## src/rtl/fetch_pkg.sv

```systemverilog
// Shared types and constants for the instruction fetch stage.
package fetch_pkg;

  localparam int unsigned FETCH_W  = 32;
  localparam int unsigned OPCODE_W = 7;
  localparam logic [FETCH_W-1:0] NOP_INSTR = 32'h0000_0013;

  typedef enum logic {
    FETCH = 1'b0,
    DRAIN = 1'b1
  } fetch_state_t;

  typedef struct packed {
    logic [FETCH_W-1:0] instr;
    logic [FETCH_W-1:0] pc;
  } fetch_entry_t;

  function automatic logic [FETCH_W-1:0] word_align(input logic [FETCH_W-1:0] a);
    return a & ~FETCH_W'(3);
  endfunction

endpackage

```

## src/rtl/fetch_fifo.sv

```systemverilog
// Synchronous FIFO of fetch entries; flush has priority over push and pop.
module fetch_fifo
  import fetch_pkg::*;
#(
  parameter int unsigned DEPTH = 2
) (
  input  logic                   clk,
  input  logic                   rst,
  input  logic                   flush_i,
  input  logic                   push_i,
  input  fetch_entry_t           data_i,
  input  logic                   pop_i,
  output fetch_entry_t           data_o,
  output logic [$clog2(DEPTH):0] count_o,
  output logic                   empty_o
);

  localparam int unsigned AW = $clog2(DEPTH);

  fetch_entry_t  mem_q [DEPTH];
  logic [AW-1:0] rd_q, wr_q;
  logic [AW:0]   cnt_q;
  logic          do_push, do_pop;

  always_comb begin
    do_pop  = pop_i & (cnt_q != '0);
    do_push = push_i & ((cnt_q != (AW+1)'(DEPTH)) | do_pop);
  end

  always_ff @(posedge clk or posedge rst) begin
    if (rst) begin
      rd_q  <= '0;
      wr_q  <= '0;
      cnt_q <= '0;
    end else if (flush_i) begin
      rd_q  <= '0;
      wr_q  <= '0;
      cnt_q <= '0;
    end else begin
      if (do_push) wr_q <= wr_q + 1'b1;
      if (do_pop)  rd_q <= rd_q + 1'b1;
      cnt_q <= cnt_q + (AW+1)'(do_push) - (AW+1)'(do_pop);
    end
  end

  always_ff @(posedge clk) begin
    if (do_push && !flush_i) mem_q[wr_q] <= data_i;
  end

  assign data_o  = mem_q[rd_q];
  assign count_o = cnt_q;
  assign empty_o = (cnt_q == '0);

endmodule

```

## src/rtl/fetch_unit.sv

```systemverilog
// Instruction fetch stage: PC, credit-limited icache requests, instruction buffer, redirect drain.
// Optional FETCH_PERF_EN adds perf_fetched / perf_dropped counters.
module fetch_unit
  import fetch_pkg::*;
#(
  parameter int unsigned     XLEN       = 32,
  parameter logic [XLEN-1:0] RESET_PC   = '0,
  parameter int unsigned     FIFO_DEPTH = 2
) (
  input  logic                clk,
  input  logic                rst,
  output logic                icache_req,
  output logic [XLEN-1:0]     icache_addr,
  input  logic                icache_ready,
  input  logic                icache_rvalid,
  input  logic [XLEN-1:0]     icache_rdata,
  input  logic                redirect_valid,
  input  logic [XLEN-1:0]     redirect_pc,
  input  logic                id_ready,
  output logic                id_valid,
  output logic [XLEN-1:0]     id_instr,
  output logic [OPCODE_W-1:0] id_op,
  output logic [XLEN-1:0]     id_pc,
  output logic [XLEN-1:0]     id_pc_plus4
`ifdef FETCH_PERF_EN
  ,
  output logic [31:0]         perf_fetched,
  output logic [31:0]         perf_dropped
`endif
);

  localparam int unsigned CW = $clog2(FIFO_DEPTH) + 1;

  fetch_state_t    state_q, state_d;
  logic [XLEN-1:0] pc_q, pc_d, resp_pc_q, resp_pc_d, target;
  logic [CW-1:0]   out_q, out_d, drop_q, drop_d, in_flight, fifo_count;
  logic [CW:0]     used_slots;
  logic            credit_ok, accept, push, pop, fifo_empty, discard;
  fetch_entry_t    push_entry, head;

  always_comb begin
    target     = word_align(redirect_pc);
    used_slots = {1'b0, out_q} + {1'b0, fifo_count};
    credit_ok  = used_slots < (CW+1)'(FIFO_DEPTH);
    in_flight  = out_q - CW'(icache_rvalid);
    accept     = icache_req & icache_ready;
    push       = icache_rvalid & (state_q == FETCH) & ~redirect_valid;
    pop        = id_valid & id_ready & ~redirect_valid;
    discard    = icache_rvalid & ((state_q == DRAIN) | redirect_valid);
    push_entry = '{instr: icache_rdata, pc: resp_pc_q};
  end

  always_ff @(posedge clk or posedge rst) begin
    if (rst) state_q <= FETCH;
    else     state_q <= state_d;
  end

  // Responses still in flight at a redirect must be swallowed before fetching resumes.
  always_comb begin
    state_d = state_q;
    if (redirect_valid)
      state_d = (in_flight == '0) ? FETCH : DRAIN;
    else if (state_q == DRAIN && icache_rvalid && drop_q == CW'(1))
      state_d = FETCH;
  end

  always_comb begin
    icache_req  = ~rst & (state_q == FETCH) & ~redirect_valid & credit_ok;
    icache_addr = pc_q;
  end

  // resp_pc_q is the PC of the next response that will be kept; every
  // pre-redirect response is discarded, so it restarts at the redirect target.
  always_comb begin
    pc_d      = pc_q;
    resp_pc_d = resp_pc_q;
    drop_d    = drop_q;
    out_d     = out_q + CW'(accept) - CW'(icache_rvalid);
    if (redirect_valid) begin
      pc_d      = target;
      resp_pc_d = target;
      drop_d    = in_flight;
    end else begin
      if (accept) pc_d = pc_q + XLEN'(4);
      if (push)   resp_pc_d = resp_pc_q + XLEN'(4);
      if (state_q == DRAIN && icache_rvalid) drop_d = drop_q - CW'(1);
    end
  end

  always_ff @(posedge clk or posedge rst) begin
    if (rst) begin
      pc_q      <= RESET_PC;
      resp_pc_q <= RESET_PC;
      out_q     <= '0;
      drop_q    <= '0;
    end else begin
      pc_q      <= pc_d;
      resp_pc_q <= resp_pc_d;
      out_q     <= out_d;
      drop_q    <= drop_d;
    end
  end

  fetch_fifo #(.DEPTH(FIFO_DEPTH)) u_fifo (
    .clk     (clk),
    .rst     (rst),
    .flush_i (redirect_valid),
    .push_i  (push),
    .data_i  (push_entry),
    .pop_i   (pop),
    .data_o  (head),
    .count_o (fifo_count),
    .empty_o (fifo_empty)
  );

  always_comb begin
    id_valid    = ~fifo_empty;
    id_instr    = id_valid ? head.instr : NOP_INSTR;
    id_op       = id_instr[OPCODE_W-1:0];
    id_pc       = id_valid ? head.pc : '0;
    id_pc_plus4 = id_valid ? head.pc + XLEN'(4) : '0;
  end

`ifdef FETCH_PERF_EN
  logic [31:0] perf_fetched_q, perf_dropped_q;

  always_ff @(posedge clk or posedge rst) begin
    if (rst) begin
      perf_fetched_q <= '0;
      perf_dropped_q <= '0;
    end else begin
      perf_fetched_q <= perf_fetched_q + 32'(pop);
      perf_dropped_q <= perf_dropped_q + 32'(discard)
                        + (redirect_valid ? 32'(fifo_count) : 32'd0);
    end
  end

  assign perf_fetched = perf_fetched_q;
  assign perf_dropped = perf_dropped_q;
`else
  logic unused_discard;
  assign unused_discard = discard;
`endif

endmodule

```

## config.mk

```make
export PLATFORM = sky130hd
export DESIGN_NAME = fetch_unit
export DESIGN_NICKNAME = d
export VERILOG_FILES = /design/src/rtl/fetch_pkg.sv /design/src/rtl/fetch_fifo.sv /design/src/rtl/fetch_unit.sv
export SDC_FILE = /design/constraint.sdc
export NUM_CORES = 1
export LEC_CHECK = 0
export ABC_AREA = 1
export CAP_MARGIN = 40
export CELL_PAD_IN_SITES_DETAIL_PLACEMENT = 1
export CELL_PAD_IN_SITES_GLOBAL_PLACEMENT = 1
export CORE_ASPECT_RATIO = 1.1
export CORE_MARGIN = 8
export CORE_UTILIZATION = 42
export CTS_CLUSTER_DIAMETER = 60
export DETAILED_ROUTE_END_ITERATION = 6
export GPL_ROUTABILITY_DRIVEN = 0
export GPL_TIMING_DRIVEN = 0
export PLACE_DENSITY = 0.95
export SYNTH_ARGS = -nofsm -noshare
export SYNTH_HDL_FRONTEND = slang
export SYNTH_SLANG_ARGS = --single-unit
```

## constraint.sdc

```tcl
create_clock -name clk -period 12.6 [get_ports clk]
set_input_delay 1.89 -clock clk [delete_from_list [all_inputs] [get_ports clk]]
set_output_delay 1.89 -clock clk [all_outputs]
set_load 0.05 [all_outputs]
```

=== After elaboration in Yosys (flattened, before gate mapping) ===
Memory sizes are Yosys's and may differ from the RTL's.
Cells that the tools add are included.

* Register bits after elaboration: 73
* Memory bits (writable): 128
* Input bits: 70
* Word-level logic and storage cells: 71
* Memories kept: 1

{| class="wikitable"
|+ Memory list
! name !! words !! bits a word !! read ports !! clocked after Yosys merged registers in !! wr ports !! RTL line !! source
|-
| u_fifo.mem_q || 2 || 64 || 1 || 0 || 1 || fetch_fifo.sv:20 || <nowiki>fetch_entry_t mem_q [DEPTH];</nowiki>
|}

* $add $sub $neg: 12
* $lt $le $gt $ge: 1
* Equality and inequality tests: 2
* Multiplexer cells: 19
* Bitwise logic cells: 15
* Reduce and logical (&&, ||, !) cells: 13

{| class="wikitable"
|+ Operators by type and width
! cell !! count
|-
| 2-to-1 mux 32 bit || 7
|-
| adder 32 x 3 -> 32 bit, second input constant || 3
|-
| nonzero test 2 bit || 7
|-
| bitwise AND 1 bit || 10
|-
| 2-to-1 mux 1 bit || 9
|-
| 2-to-1 mux 2 bit || 3
|-
| subtractor 2 x 1 -> 2 bit || 3
|-
| adder 2 x 1 -> 2 bit || 2
|-
| logical NOT 2 bit || 2
|-
| inverter 1 bit || 4
|-
| adder 2 x 2 -> 3 bit || 1
|-
| logical AND 1 bit || 3
|-
| less-than comparator 3 x 2 -> 1 bit, second input constant || 1
|-
| adder 1 bit, second input constant || 2
|-
| == test 2 x 1 -> 1 bit, second input constant || 1
|-
| inequality test 2 bit, second input constant || 1
|-
| subtractor 2 x 1 -> 2 bit, second input constant || 1
|-
| logical NOT 1 bit || 1
|-
| bitwise OR 1 bit || 1
|}

=== Longest topological paths before layout ===
* Word-level depth: 10
* Depth in mapped cells: 14
* Mapped depth without buffers: 13

=== Modules after synthesis ===
From an unflattened synthesis, not the netlist that was laid out.

* Cells, all modules: 1459
* Area total of the unflattened synthesis: 11222.0 µm²

{| class="wikitable"
|+ Modules (own cells, without submodules)
! module !! times used !! cells an instance !! area an instance (µm²)
|-
| fetch_unit || 1 || 1086 || 6254.7
|-
| fetch_fifo || 1 || 373 || 4967.3
|}

=== Worst setup path after synthesis ===
Ideal clock, no wire load.

* Path kind: input to register
* Start point: input port redirect_valid
* End point: memory u_fifo.mem_q[0][10] (netlist name) (enable)
* Setup time: 0.482 ns
* Arrival: 5.142 ns
* Setup slack: 6.976 ns
* Stages on the path: 6
* Path buffers: 1
* Cells stage by stage: buf_4 > inv_1 > nand2_1 > nor2_1 > nand2_1 > nor2_1

* Cells in the longest elaborated chain, start to end: 8
* Elaborated cells between the ends (all ways): 10

{| class="wikitable"
|+ Ends and longest elaborated chain
! what !! RTL line !! source
|-
| start, declared || fetch_unit.sv:17 || <nowiki>input logic redirect_valid,</nowiki>
|-
| inverter 1 bit || fetch_unit.sv:47, fetch_unit.sv:48 ||
|-
| bitwise AND 1 bit || fetch_unit.sv:48 || <nowiki>pop = id_valid & id_ready & ~redirect_valid;</nowiki>
|-
| bitwise AND 1 bit || fetch_fifo.sv:26 || <nowiki>do_pop = pop_i & (cnt_q != '0);</nowiki>
|-
| bitwise OR 1 bit || fetch_fifo.sv:27 || <nowiki>do_push = push_i & ((cnt_q != (AW+1)'(DEPTH)) | do_pop);</nowiki>
|-
| bitwise AND 1 bit || fetch_fifo.sv:27 ||
|-
| logical AND 1 bit (*) || fetch_fifo.sv:47 || <nowiki>if (do_push && !flush_i) mem_q[wr_q] <= data_i;</nowiki>
|-
| 2-to-1 mux 1 bit (*) || fetch_fifo.sv:47 ||
|-
| 2-to-1 mux 1 bit (implied by the code) (*) || fetch_fifo.sv:47 ||
|-
| end, declared || fetch_fifo.sv:20 ||
|}

Every way passes the cells marked *; elsewhere a longest branch is shown, timed or not.

=== Worst setup path in the final report ===
* Start point: input port rst
* End point: output port icache_req

* Cells in the longest elaborated chain, start to end: 4

{| class="wikitable"
|+ Ends and longest elaborated chain
! what !! RTL line !! source
|-
| start, declared || fetch_unit.sv:11 || <nowiki>input logic rst,</nowiki>
|-
| inverter 1 bit || fetch_unit.sv:68 || <nowiki>icache_req = ~rst & (state_q == FETCH) & ~redirect_valid & credit_ok;</nowiki>
|-
| bitwise AND 1 bit (3 in series) || fetch_unit.sv:68 ||
|-
| end, declared || fetch_unit.sv:12 || <nowiki>output logic icache_req,</nowiki>
|}

Every way passes these cells.

==> key figures <==
Run status
  • Outcome: completed

Synthesis
  • Synth top area share: 35.05%
  • Mapped cell area: 0.01062 mm2
  • Syn. warnings: 0
  • Sequential fraction of the synthesis area: 51.30%
  • Number of synthesized register bits: slightly below 200
  • Yosys cell types: 43
  • Commonest cells in the netlist: nand2_1 (430), inv_1 (151), nor2_1 (145)
  • Most common cell in the netlist: nand2_1
  • Post-synth EDFFs: 124
  • Ys flop type: edfxtp_1
  • Syn Inst Count: 1312
  • Main area contributors after synthesis: edfxtp_1 (35%), dfrtp_1 (16%), nand2_1 (15%)
  • Post-Syn Area per Cell: roughly 8 um2
  • Post-synth top area cell: edfxtp_1
  • Post-synth ARST share: 35.75%

Floorplan
  • Starting density of the core: 42.31%
  • Die area: 0.03065 mm2
  • # IOs: 207
  • Die width: 167.6 um
  • Die H: 182.8 um
  • Cell row count: 61
  • Core area: 0.02511 mm2

Clock network
  • H-tree depth: 4
  • CTS buffer count: 17
  • Root buffer cell: clkbuf_16
  • Clock sinks: around 190
  • Worst skew pair latency: 0.46 ns
  • Post_cts resized: 0
  • CTS clk-pin slew, worst paths: 0.08 ns
  • CTS tree: built
  • Post-CTS Hold Buffers: 0
  • Clock buffer depth: 2
  • Setup Buffers After CTS: 0

Critical path
  • FF-to-FF path depth: 7
  • WP data required: 10.71 ns
  • CP max FO: 3
  • Delay-heaviest family, CP: buffers and inverters
  • Slowest cell on the critical path: clkdlybuf4s50_1
  • Crit-path most repeated cell: clkdlybuf4s50_1
  • Buf/Inv on CP: 2
  • Critical Path AT: 3.57 ns
  • Worst setup path category: input port to output pin
  • Crit-path max cell delay: 0.87 ns
  • R2R setup slack: 10.00 ns
  • R2R Path End: u_fifo.mem_q[0][18]$_DFFE_PP_
  • Crit path cell chain: clkdlybuf4s50_1, nor4_1, clkdlybuf4s50_1
  • Startpoint type of the worst setup path: input port
  • R2R Path Start: state_q$_DFFE_PP0P_
  • Worst setup EP type: output pin

GRT
  • Largest net degree at the start of global routing: 49
  • Initial antenna violation count: 0
  • First-pass GRT wire length: 64.07 mm
  • Vias in the first global route: 11502
  • GRT Residual Overflow: 0
  • Global Route Usage Sum: roughly a quarter

STA
  • Setup TNS: 0 ns
  • Final Skew: 0.02261 ns
  • Hold Vio Cnt, Final: 0
  • Final setup vio count: 0
  • Worst-Margin Slew: 0.7185 ns
  • Tmin final: around 5.5 ns
  • Final Max Slew Viols: 0
  • Period Utilization, post-route: 43.34%
  • Fmax: approximately 180 MHz
  • Unrepaired setup endpoints after global routing: false
  • Relative slew margins: 52.10%

Drt
  • Routed wire length: 41.50 mm
  • Total number of vias: between 10000 and 15000
  • Drt drc: 0
  • Final ANT Viol Nets: 0
  • DR WL/cell: roughly 22 um
  • Initial DRC Count: 667
  • Via/cell ratio: 5.592
  • Drt pass-1 iters: 4

Cells and area
  • Antenna cells: 0
  • Layout cells sized above 1: 7.925%
  • Area growth, synth to finish: 29.55%
  • Final Net Count: 1619

Worst hold path
  • Hold path startpoint: resp_pc_q[22]$_DFFE_PP0N_
  • Hold Path Class: flip-flop to flip-flop
  • Hold depth: 0
  • Hold Path Sink: u_fifo.mem_q[1][22]$_DFFE_PP_

Power and ir drop
  • Combinational Power Share: roughly two fifths
  • Peak VDD IR: 0.00008423 V
  • Total power: 2.388 mW
  • Sequential Power Share: 35.0%
  • Clock network fraction of design power: 24.3%
  • Pwr/cell area: 173.5 mW/mm2
  • Leak Pwr: 5.836 nW
  • Internal power: around 1.3 mW
  • Switching Fraction: 44.84%
  • Switch Pwr: ~1.1 mW

Place
  • Port bufs: 197
  • Final HPWL DP: 29.37 mm

Run
  • Max Cap Violations: 0
-- worst max-delay path by stage --
stage | start | end | cells past startpoint
finish | rst | icache_req | 3
global route | rst | icache_req | 3
CTS | rst | icache_req | 3
detailed placement | rst | icache_req | 3
global placement | icache_rvalid | u_fifo.mem_q[1][23]$_DFFE_PP_ | 5
floorplan | redirect_valid | u_fifo.mem_q[0][10]$_DFFE_PP_ | 6
-- final cells by class --
class,instances,area [um2]
fill,2996,11350
sequential,193,5450
multi-input combinational,916,4289
timing repair buffer,203,2087
inverter,154,588.1
clock buffer,17,425.4
tap,315,394.1
buffer,54,332.8
clock inverter,15,196.4
-- power groups by stage --
| stage | clock network (mW) | registers, mW | logic (mW) |
|---|---|---|---|
| 2_1_floorplan | 0 | 0.857 | 0.582 |
| 3_3_place_gp | 0 | 0.831 | 0.899 |
| 3_5_place_dp | 0 | 0.839 | 0.951 |
| 4_1_cts | 0.583 | 0.832 | 0.970 |
| 5_1_grt | 0.603 | 0.842 | 1.03 |
| 6_report | 0.580 | 0.837 | 0.971 |
-- worst reg2reg max path, cell delays in order, from the launching register on --
cell and delay [ns]:
dfrtp_1 0.39, inv_1 0.12, nand2_1 0.13, nor2_1 0.43
nand2_1 0.32, nor2_4 0.41, buf_12 0.25, buf_12 0.23
-- kinds of logic (layout without fill, tap and decap cells) --
group | Yosys count | in the layout | share of synthesized area (%)
AND/OR/NAND/NOR | 746 | 746 | 29.71
XOR/XNOR | 28 | 28 | 2.308
other | 1 | 6 | 0.03530
flip-flops | 193 | 193 | 51.30
buffers and inverters | 208 | 443 | 8.644
adder cells (fa/ha/maj) | 10 | 10 | 1.248
AO/OA/AOI/OAI | 126 | 126 | 6.748
-- flip-flops by register name (all words and copies together) (netlist names) --
signal,count
u_fifo.wr_q,1
state_q,1
u_fifo.count_o,2
u_fifo.mem_q,124
icache_addr,30
u_fifo.rd_q,1
resp_pc_q,30
drop_q,2
out_q,2
-- layer usage --
metal | wire length [um] | GRT usage, %
met5 | 0 | 0.6431
met1 | 15290 | 28.66
met2 | 21350 | 48.70
met4 | 1950 | 14.55
met3 | 2902 | 5.526
-- cells in the final DEF, fill, tap and decap left out, types with 3 or more instances in the layout --
cell type	netlist	layout
clkbuf_1	15	15
and2_1	3	3
buf_12	1	5
edfxtp_1	124	124
nor2_4	7	9
o211ai_1	21	21
buf_6	5	5
o21ai_0	35	35
clkbuf_16	0	17
o21a_1	3	3
nand3_1	96	96
xor2_1	21	21
buf_4	15	16
o21ai_2	3	3
nor2_2	6	6
nand2_2	19	19
nand3_2	3	3
nor2_1	145	143
o21ai_1	7	7
inv_8	1	6
xnor2_1	7	7
nor3_1	14	14
inv_1	151	150
buf_2	16	16
ha_1	9	9
dfrtp_1	69	69
a21oi_1	51	51
conb_1	1	6
clkinv_8	0	5
nand2_1	430	430
nand4_1	15	15
clkdlybuf4s50_1	0	197
inv_6	0	3
-- per-stage QoR --
stage	setup slack [ns]	utilization, %	instance area [um2]	hold slack (ns)	instances
floorplan	6.976	-	10640	0.4402	1317
global placement	5.080	51.81	13010	0.4718	1829
detailed placement	7.147	52.33	13140	0.4992	1835
CTS	7.107	54.81	13760	0.5313	1867
global route	7.086	54.81	13760	0.5511	1867
finish	7.139	54.81	13760	0.5273	1867
Note: power is estimated with default switching activity, not from simulation.
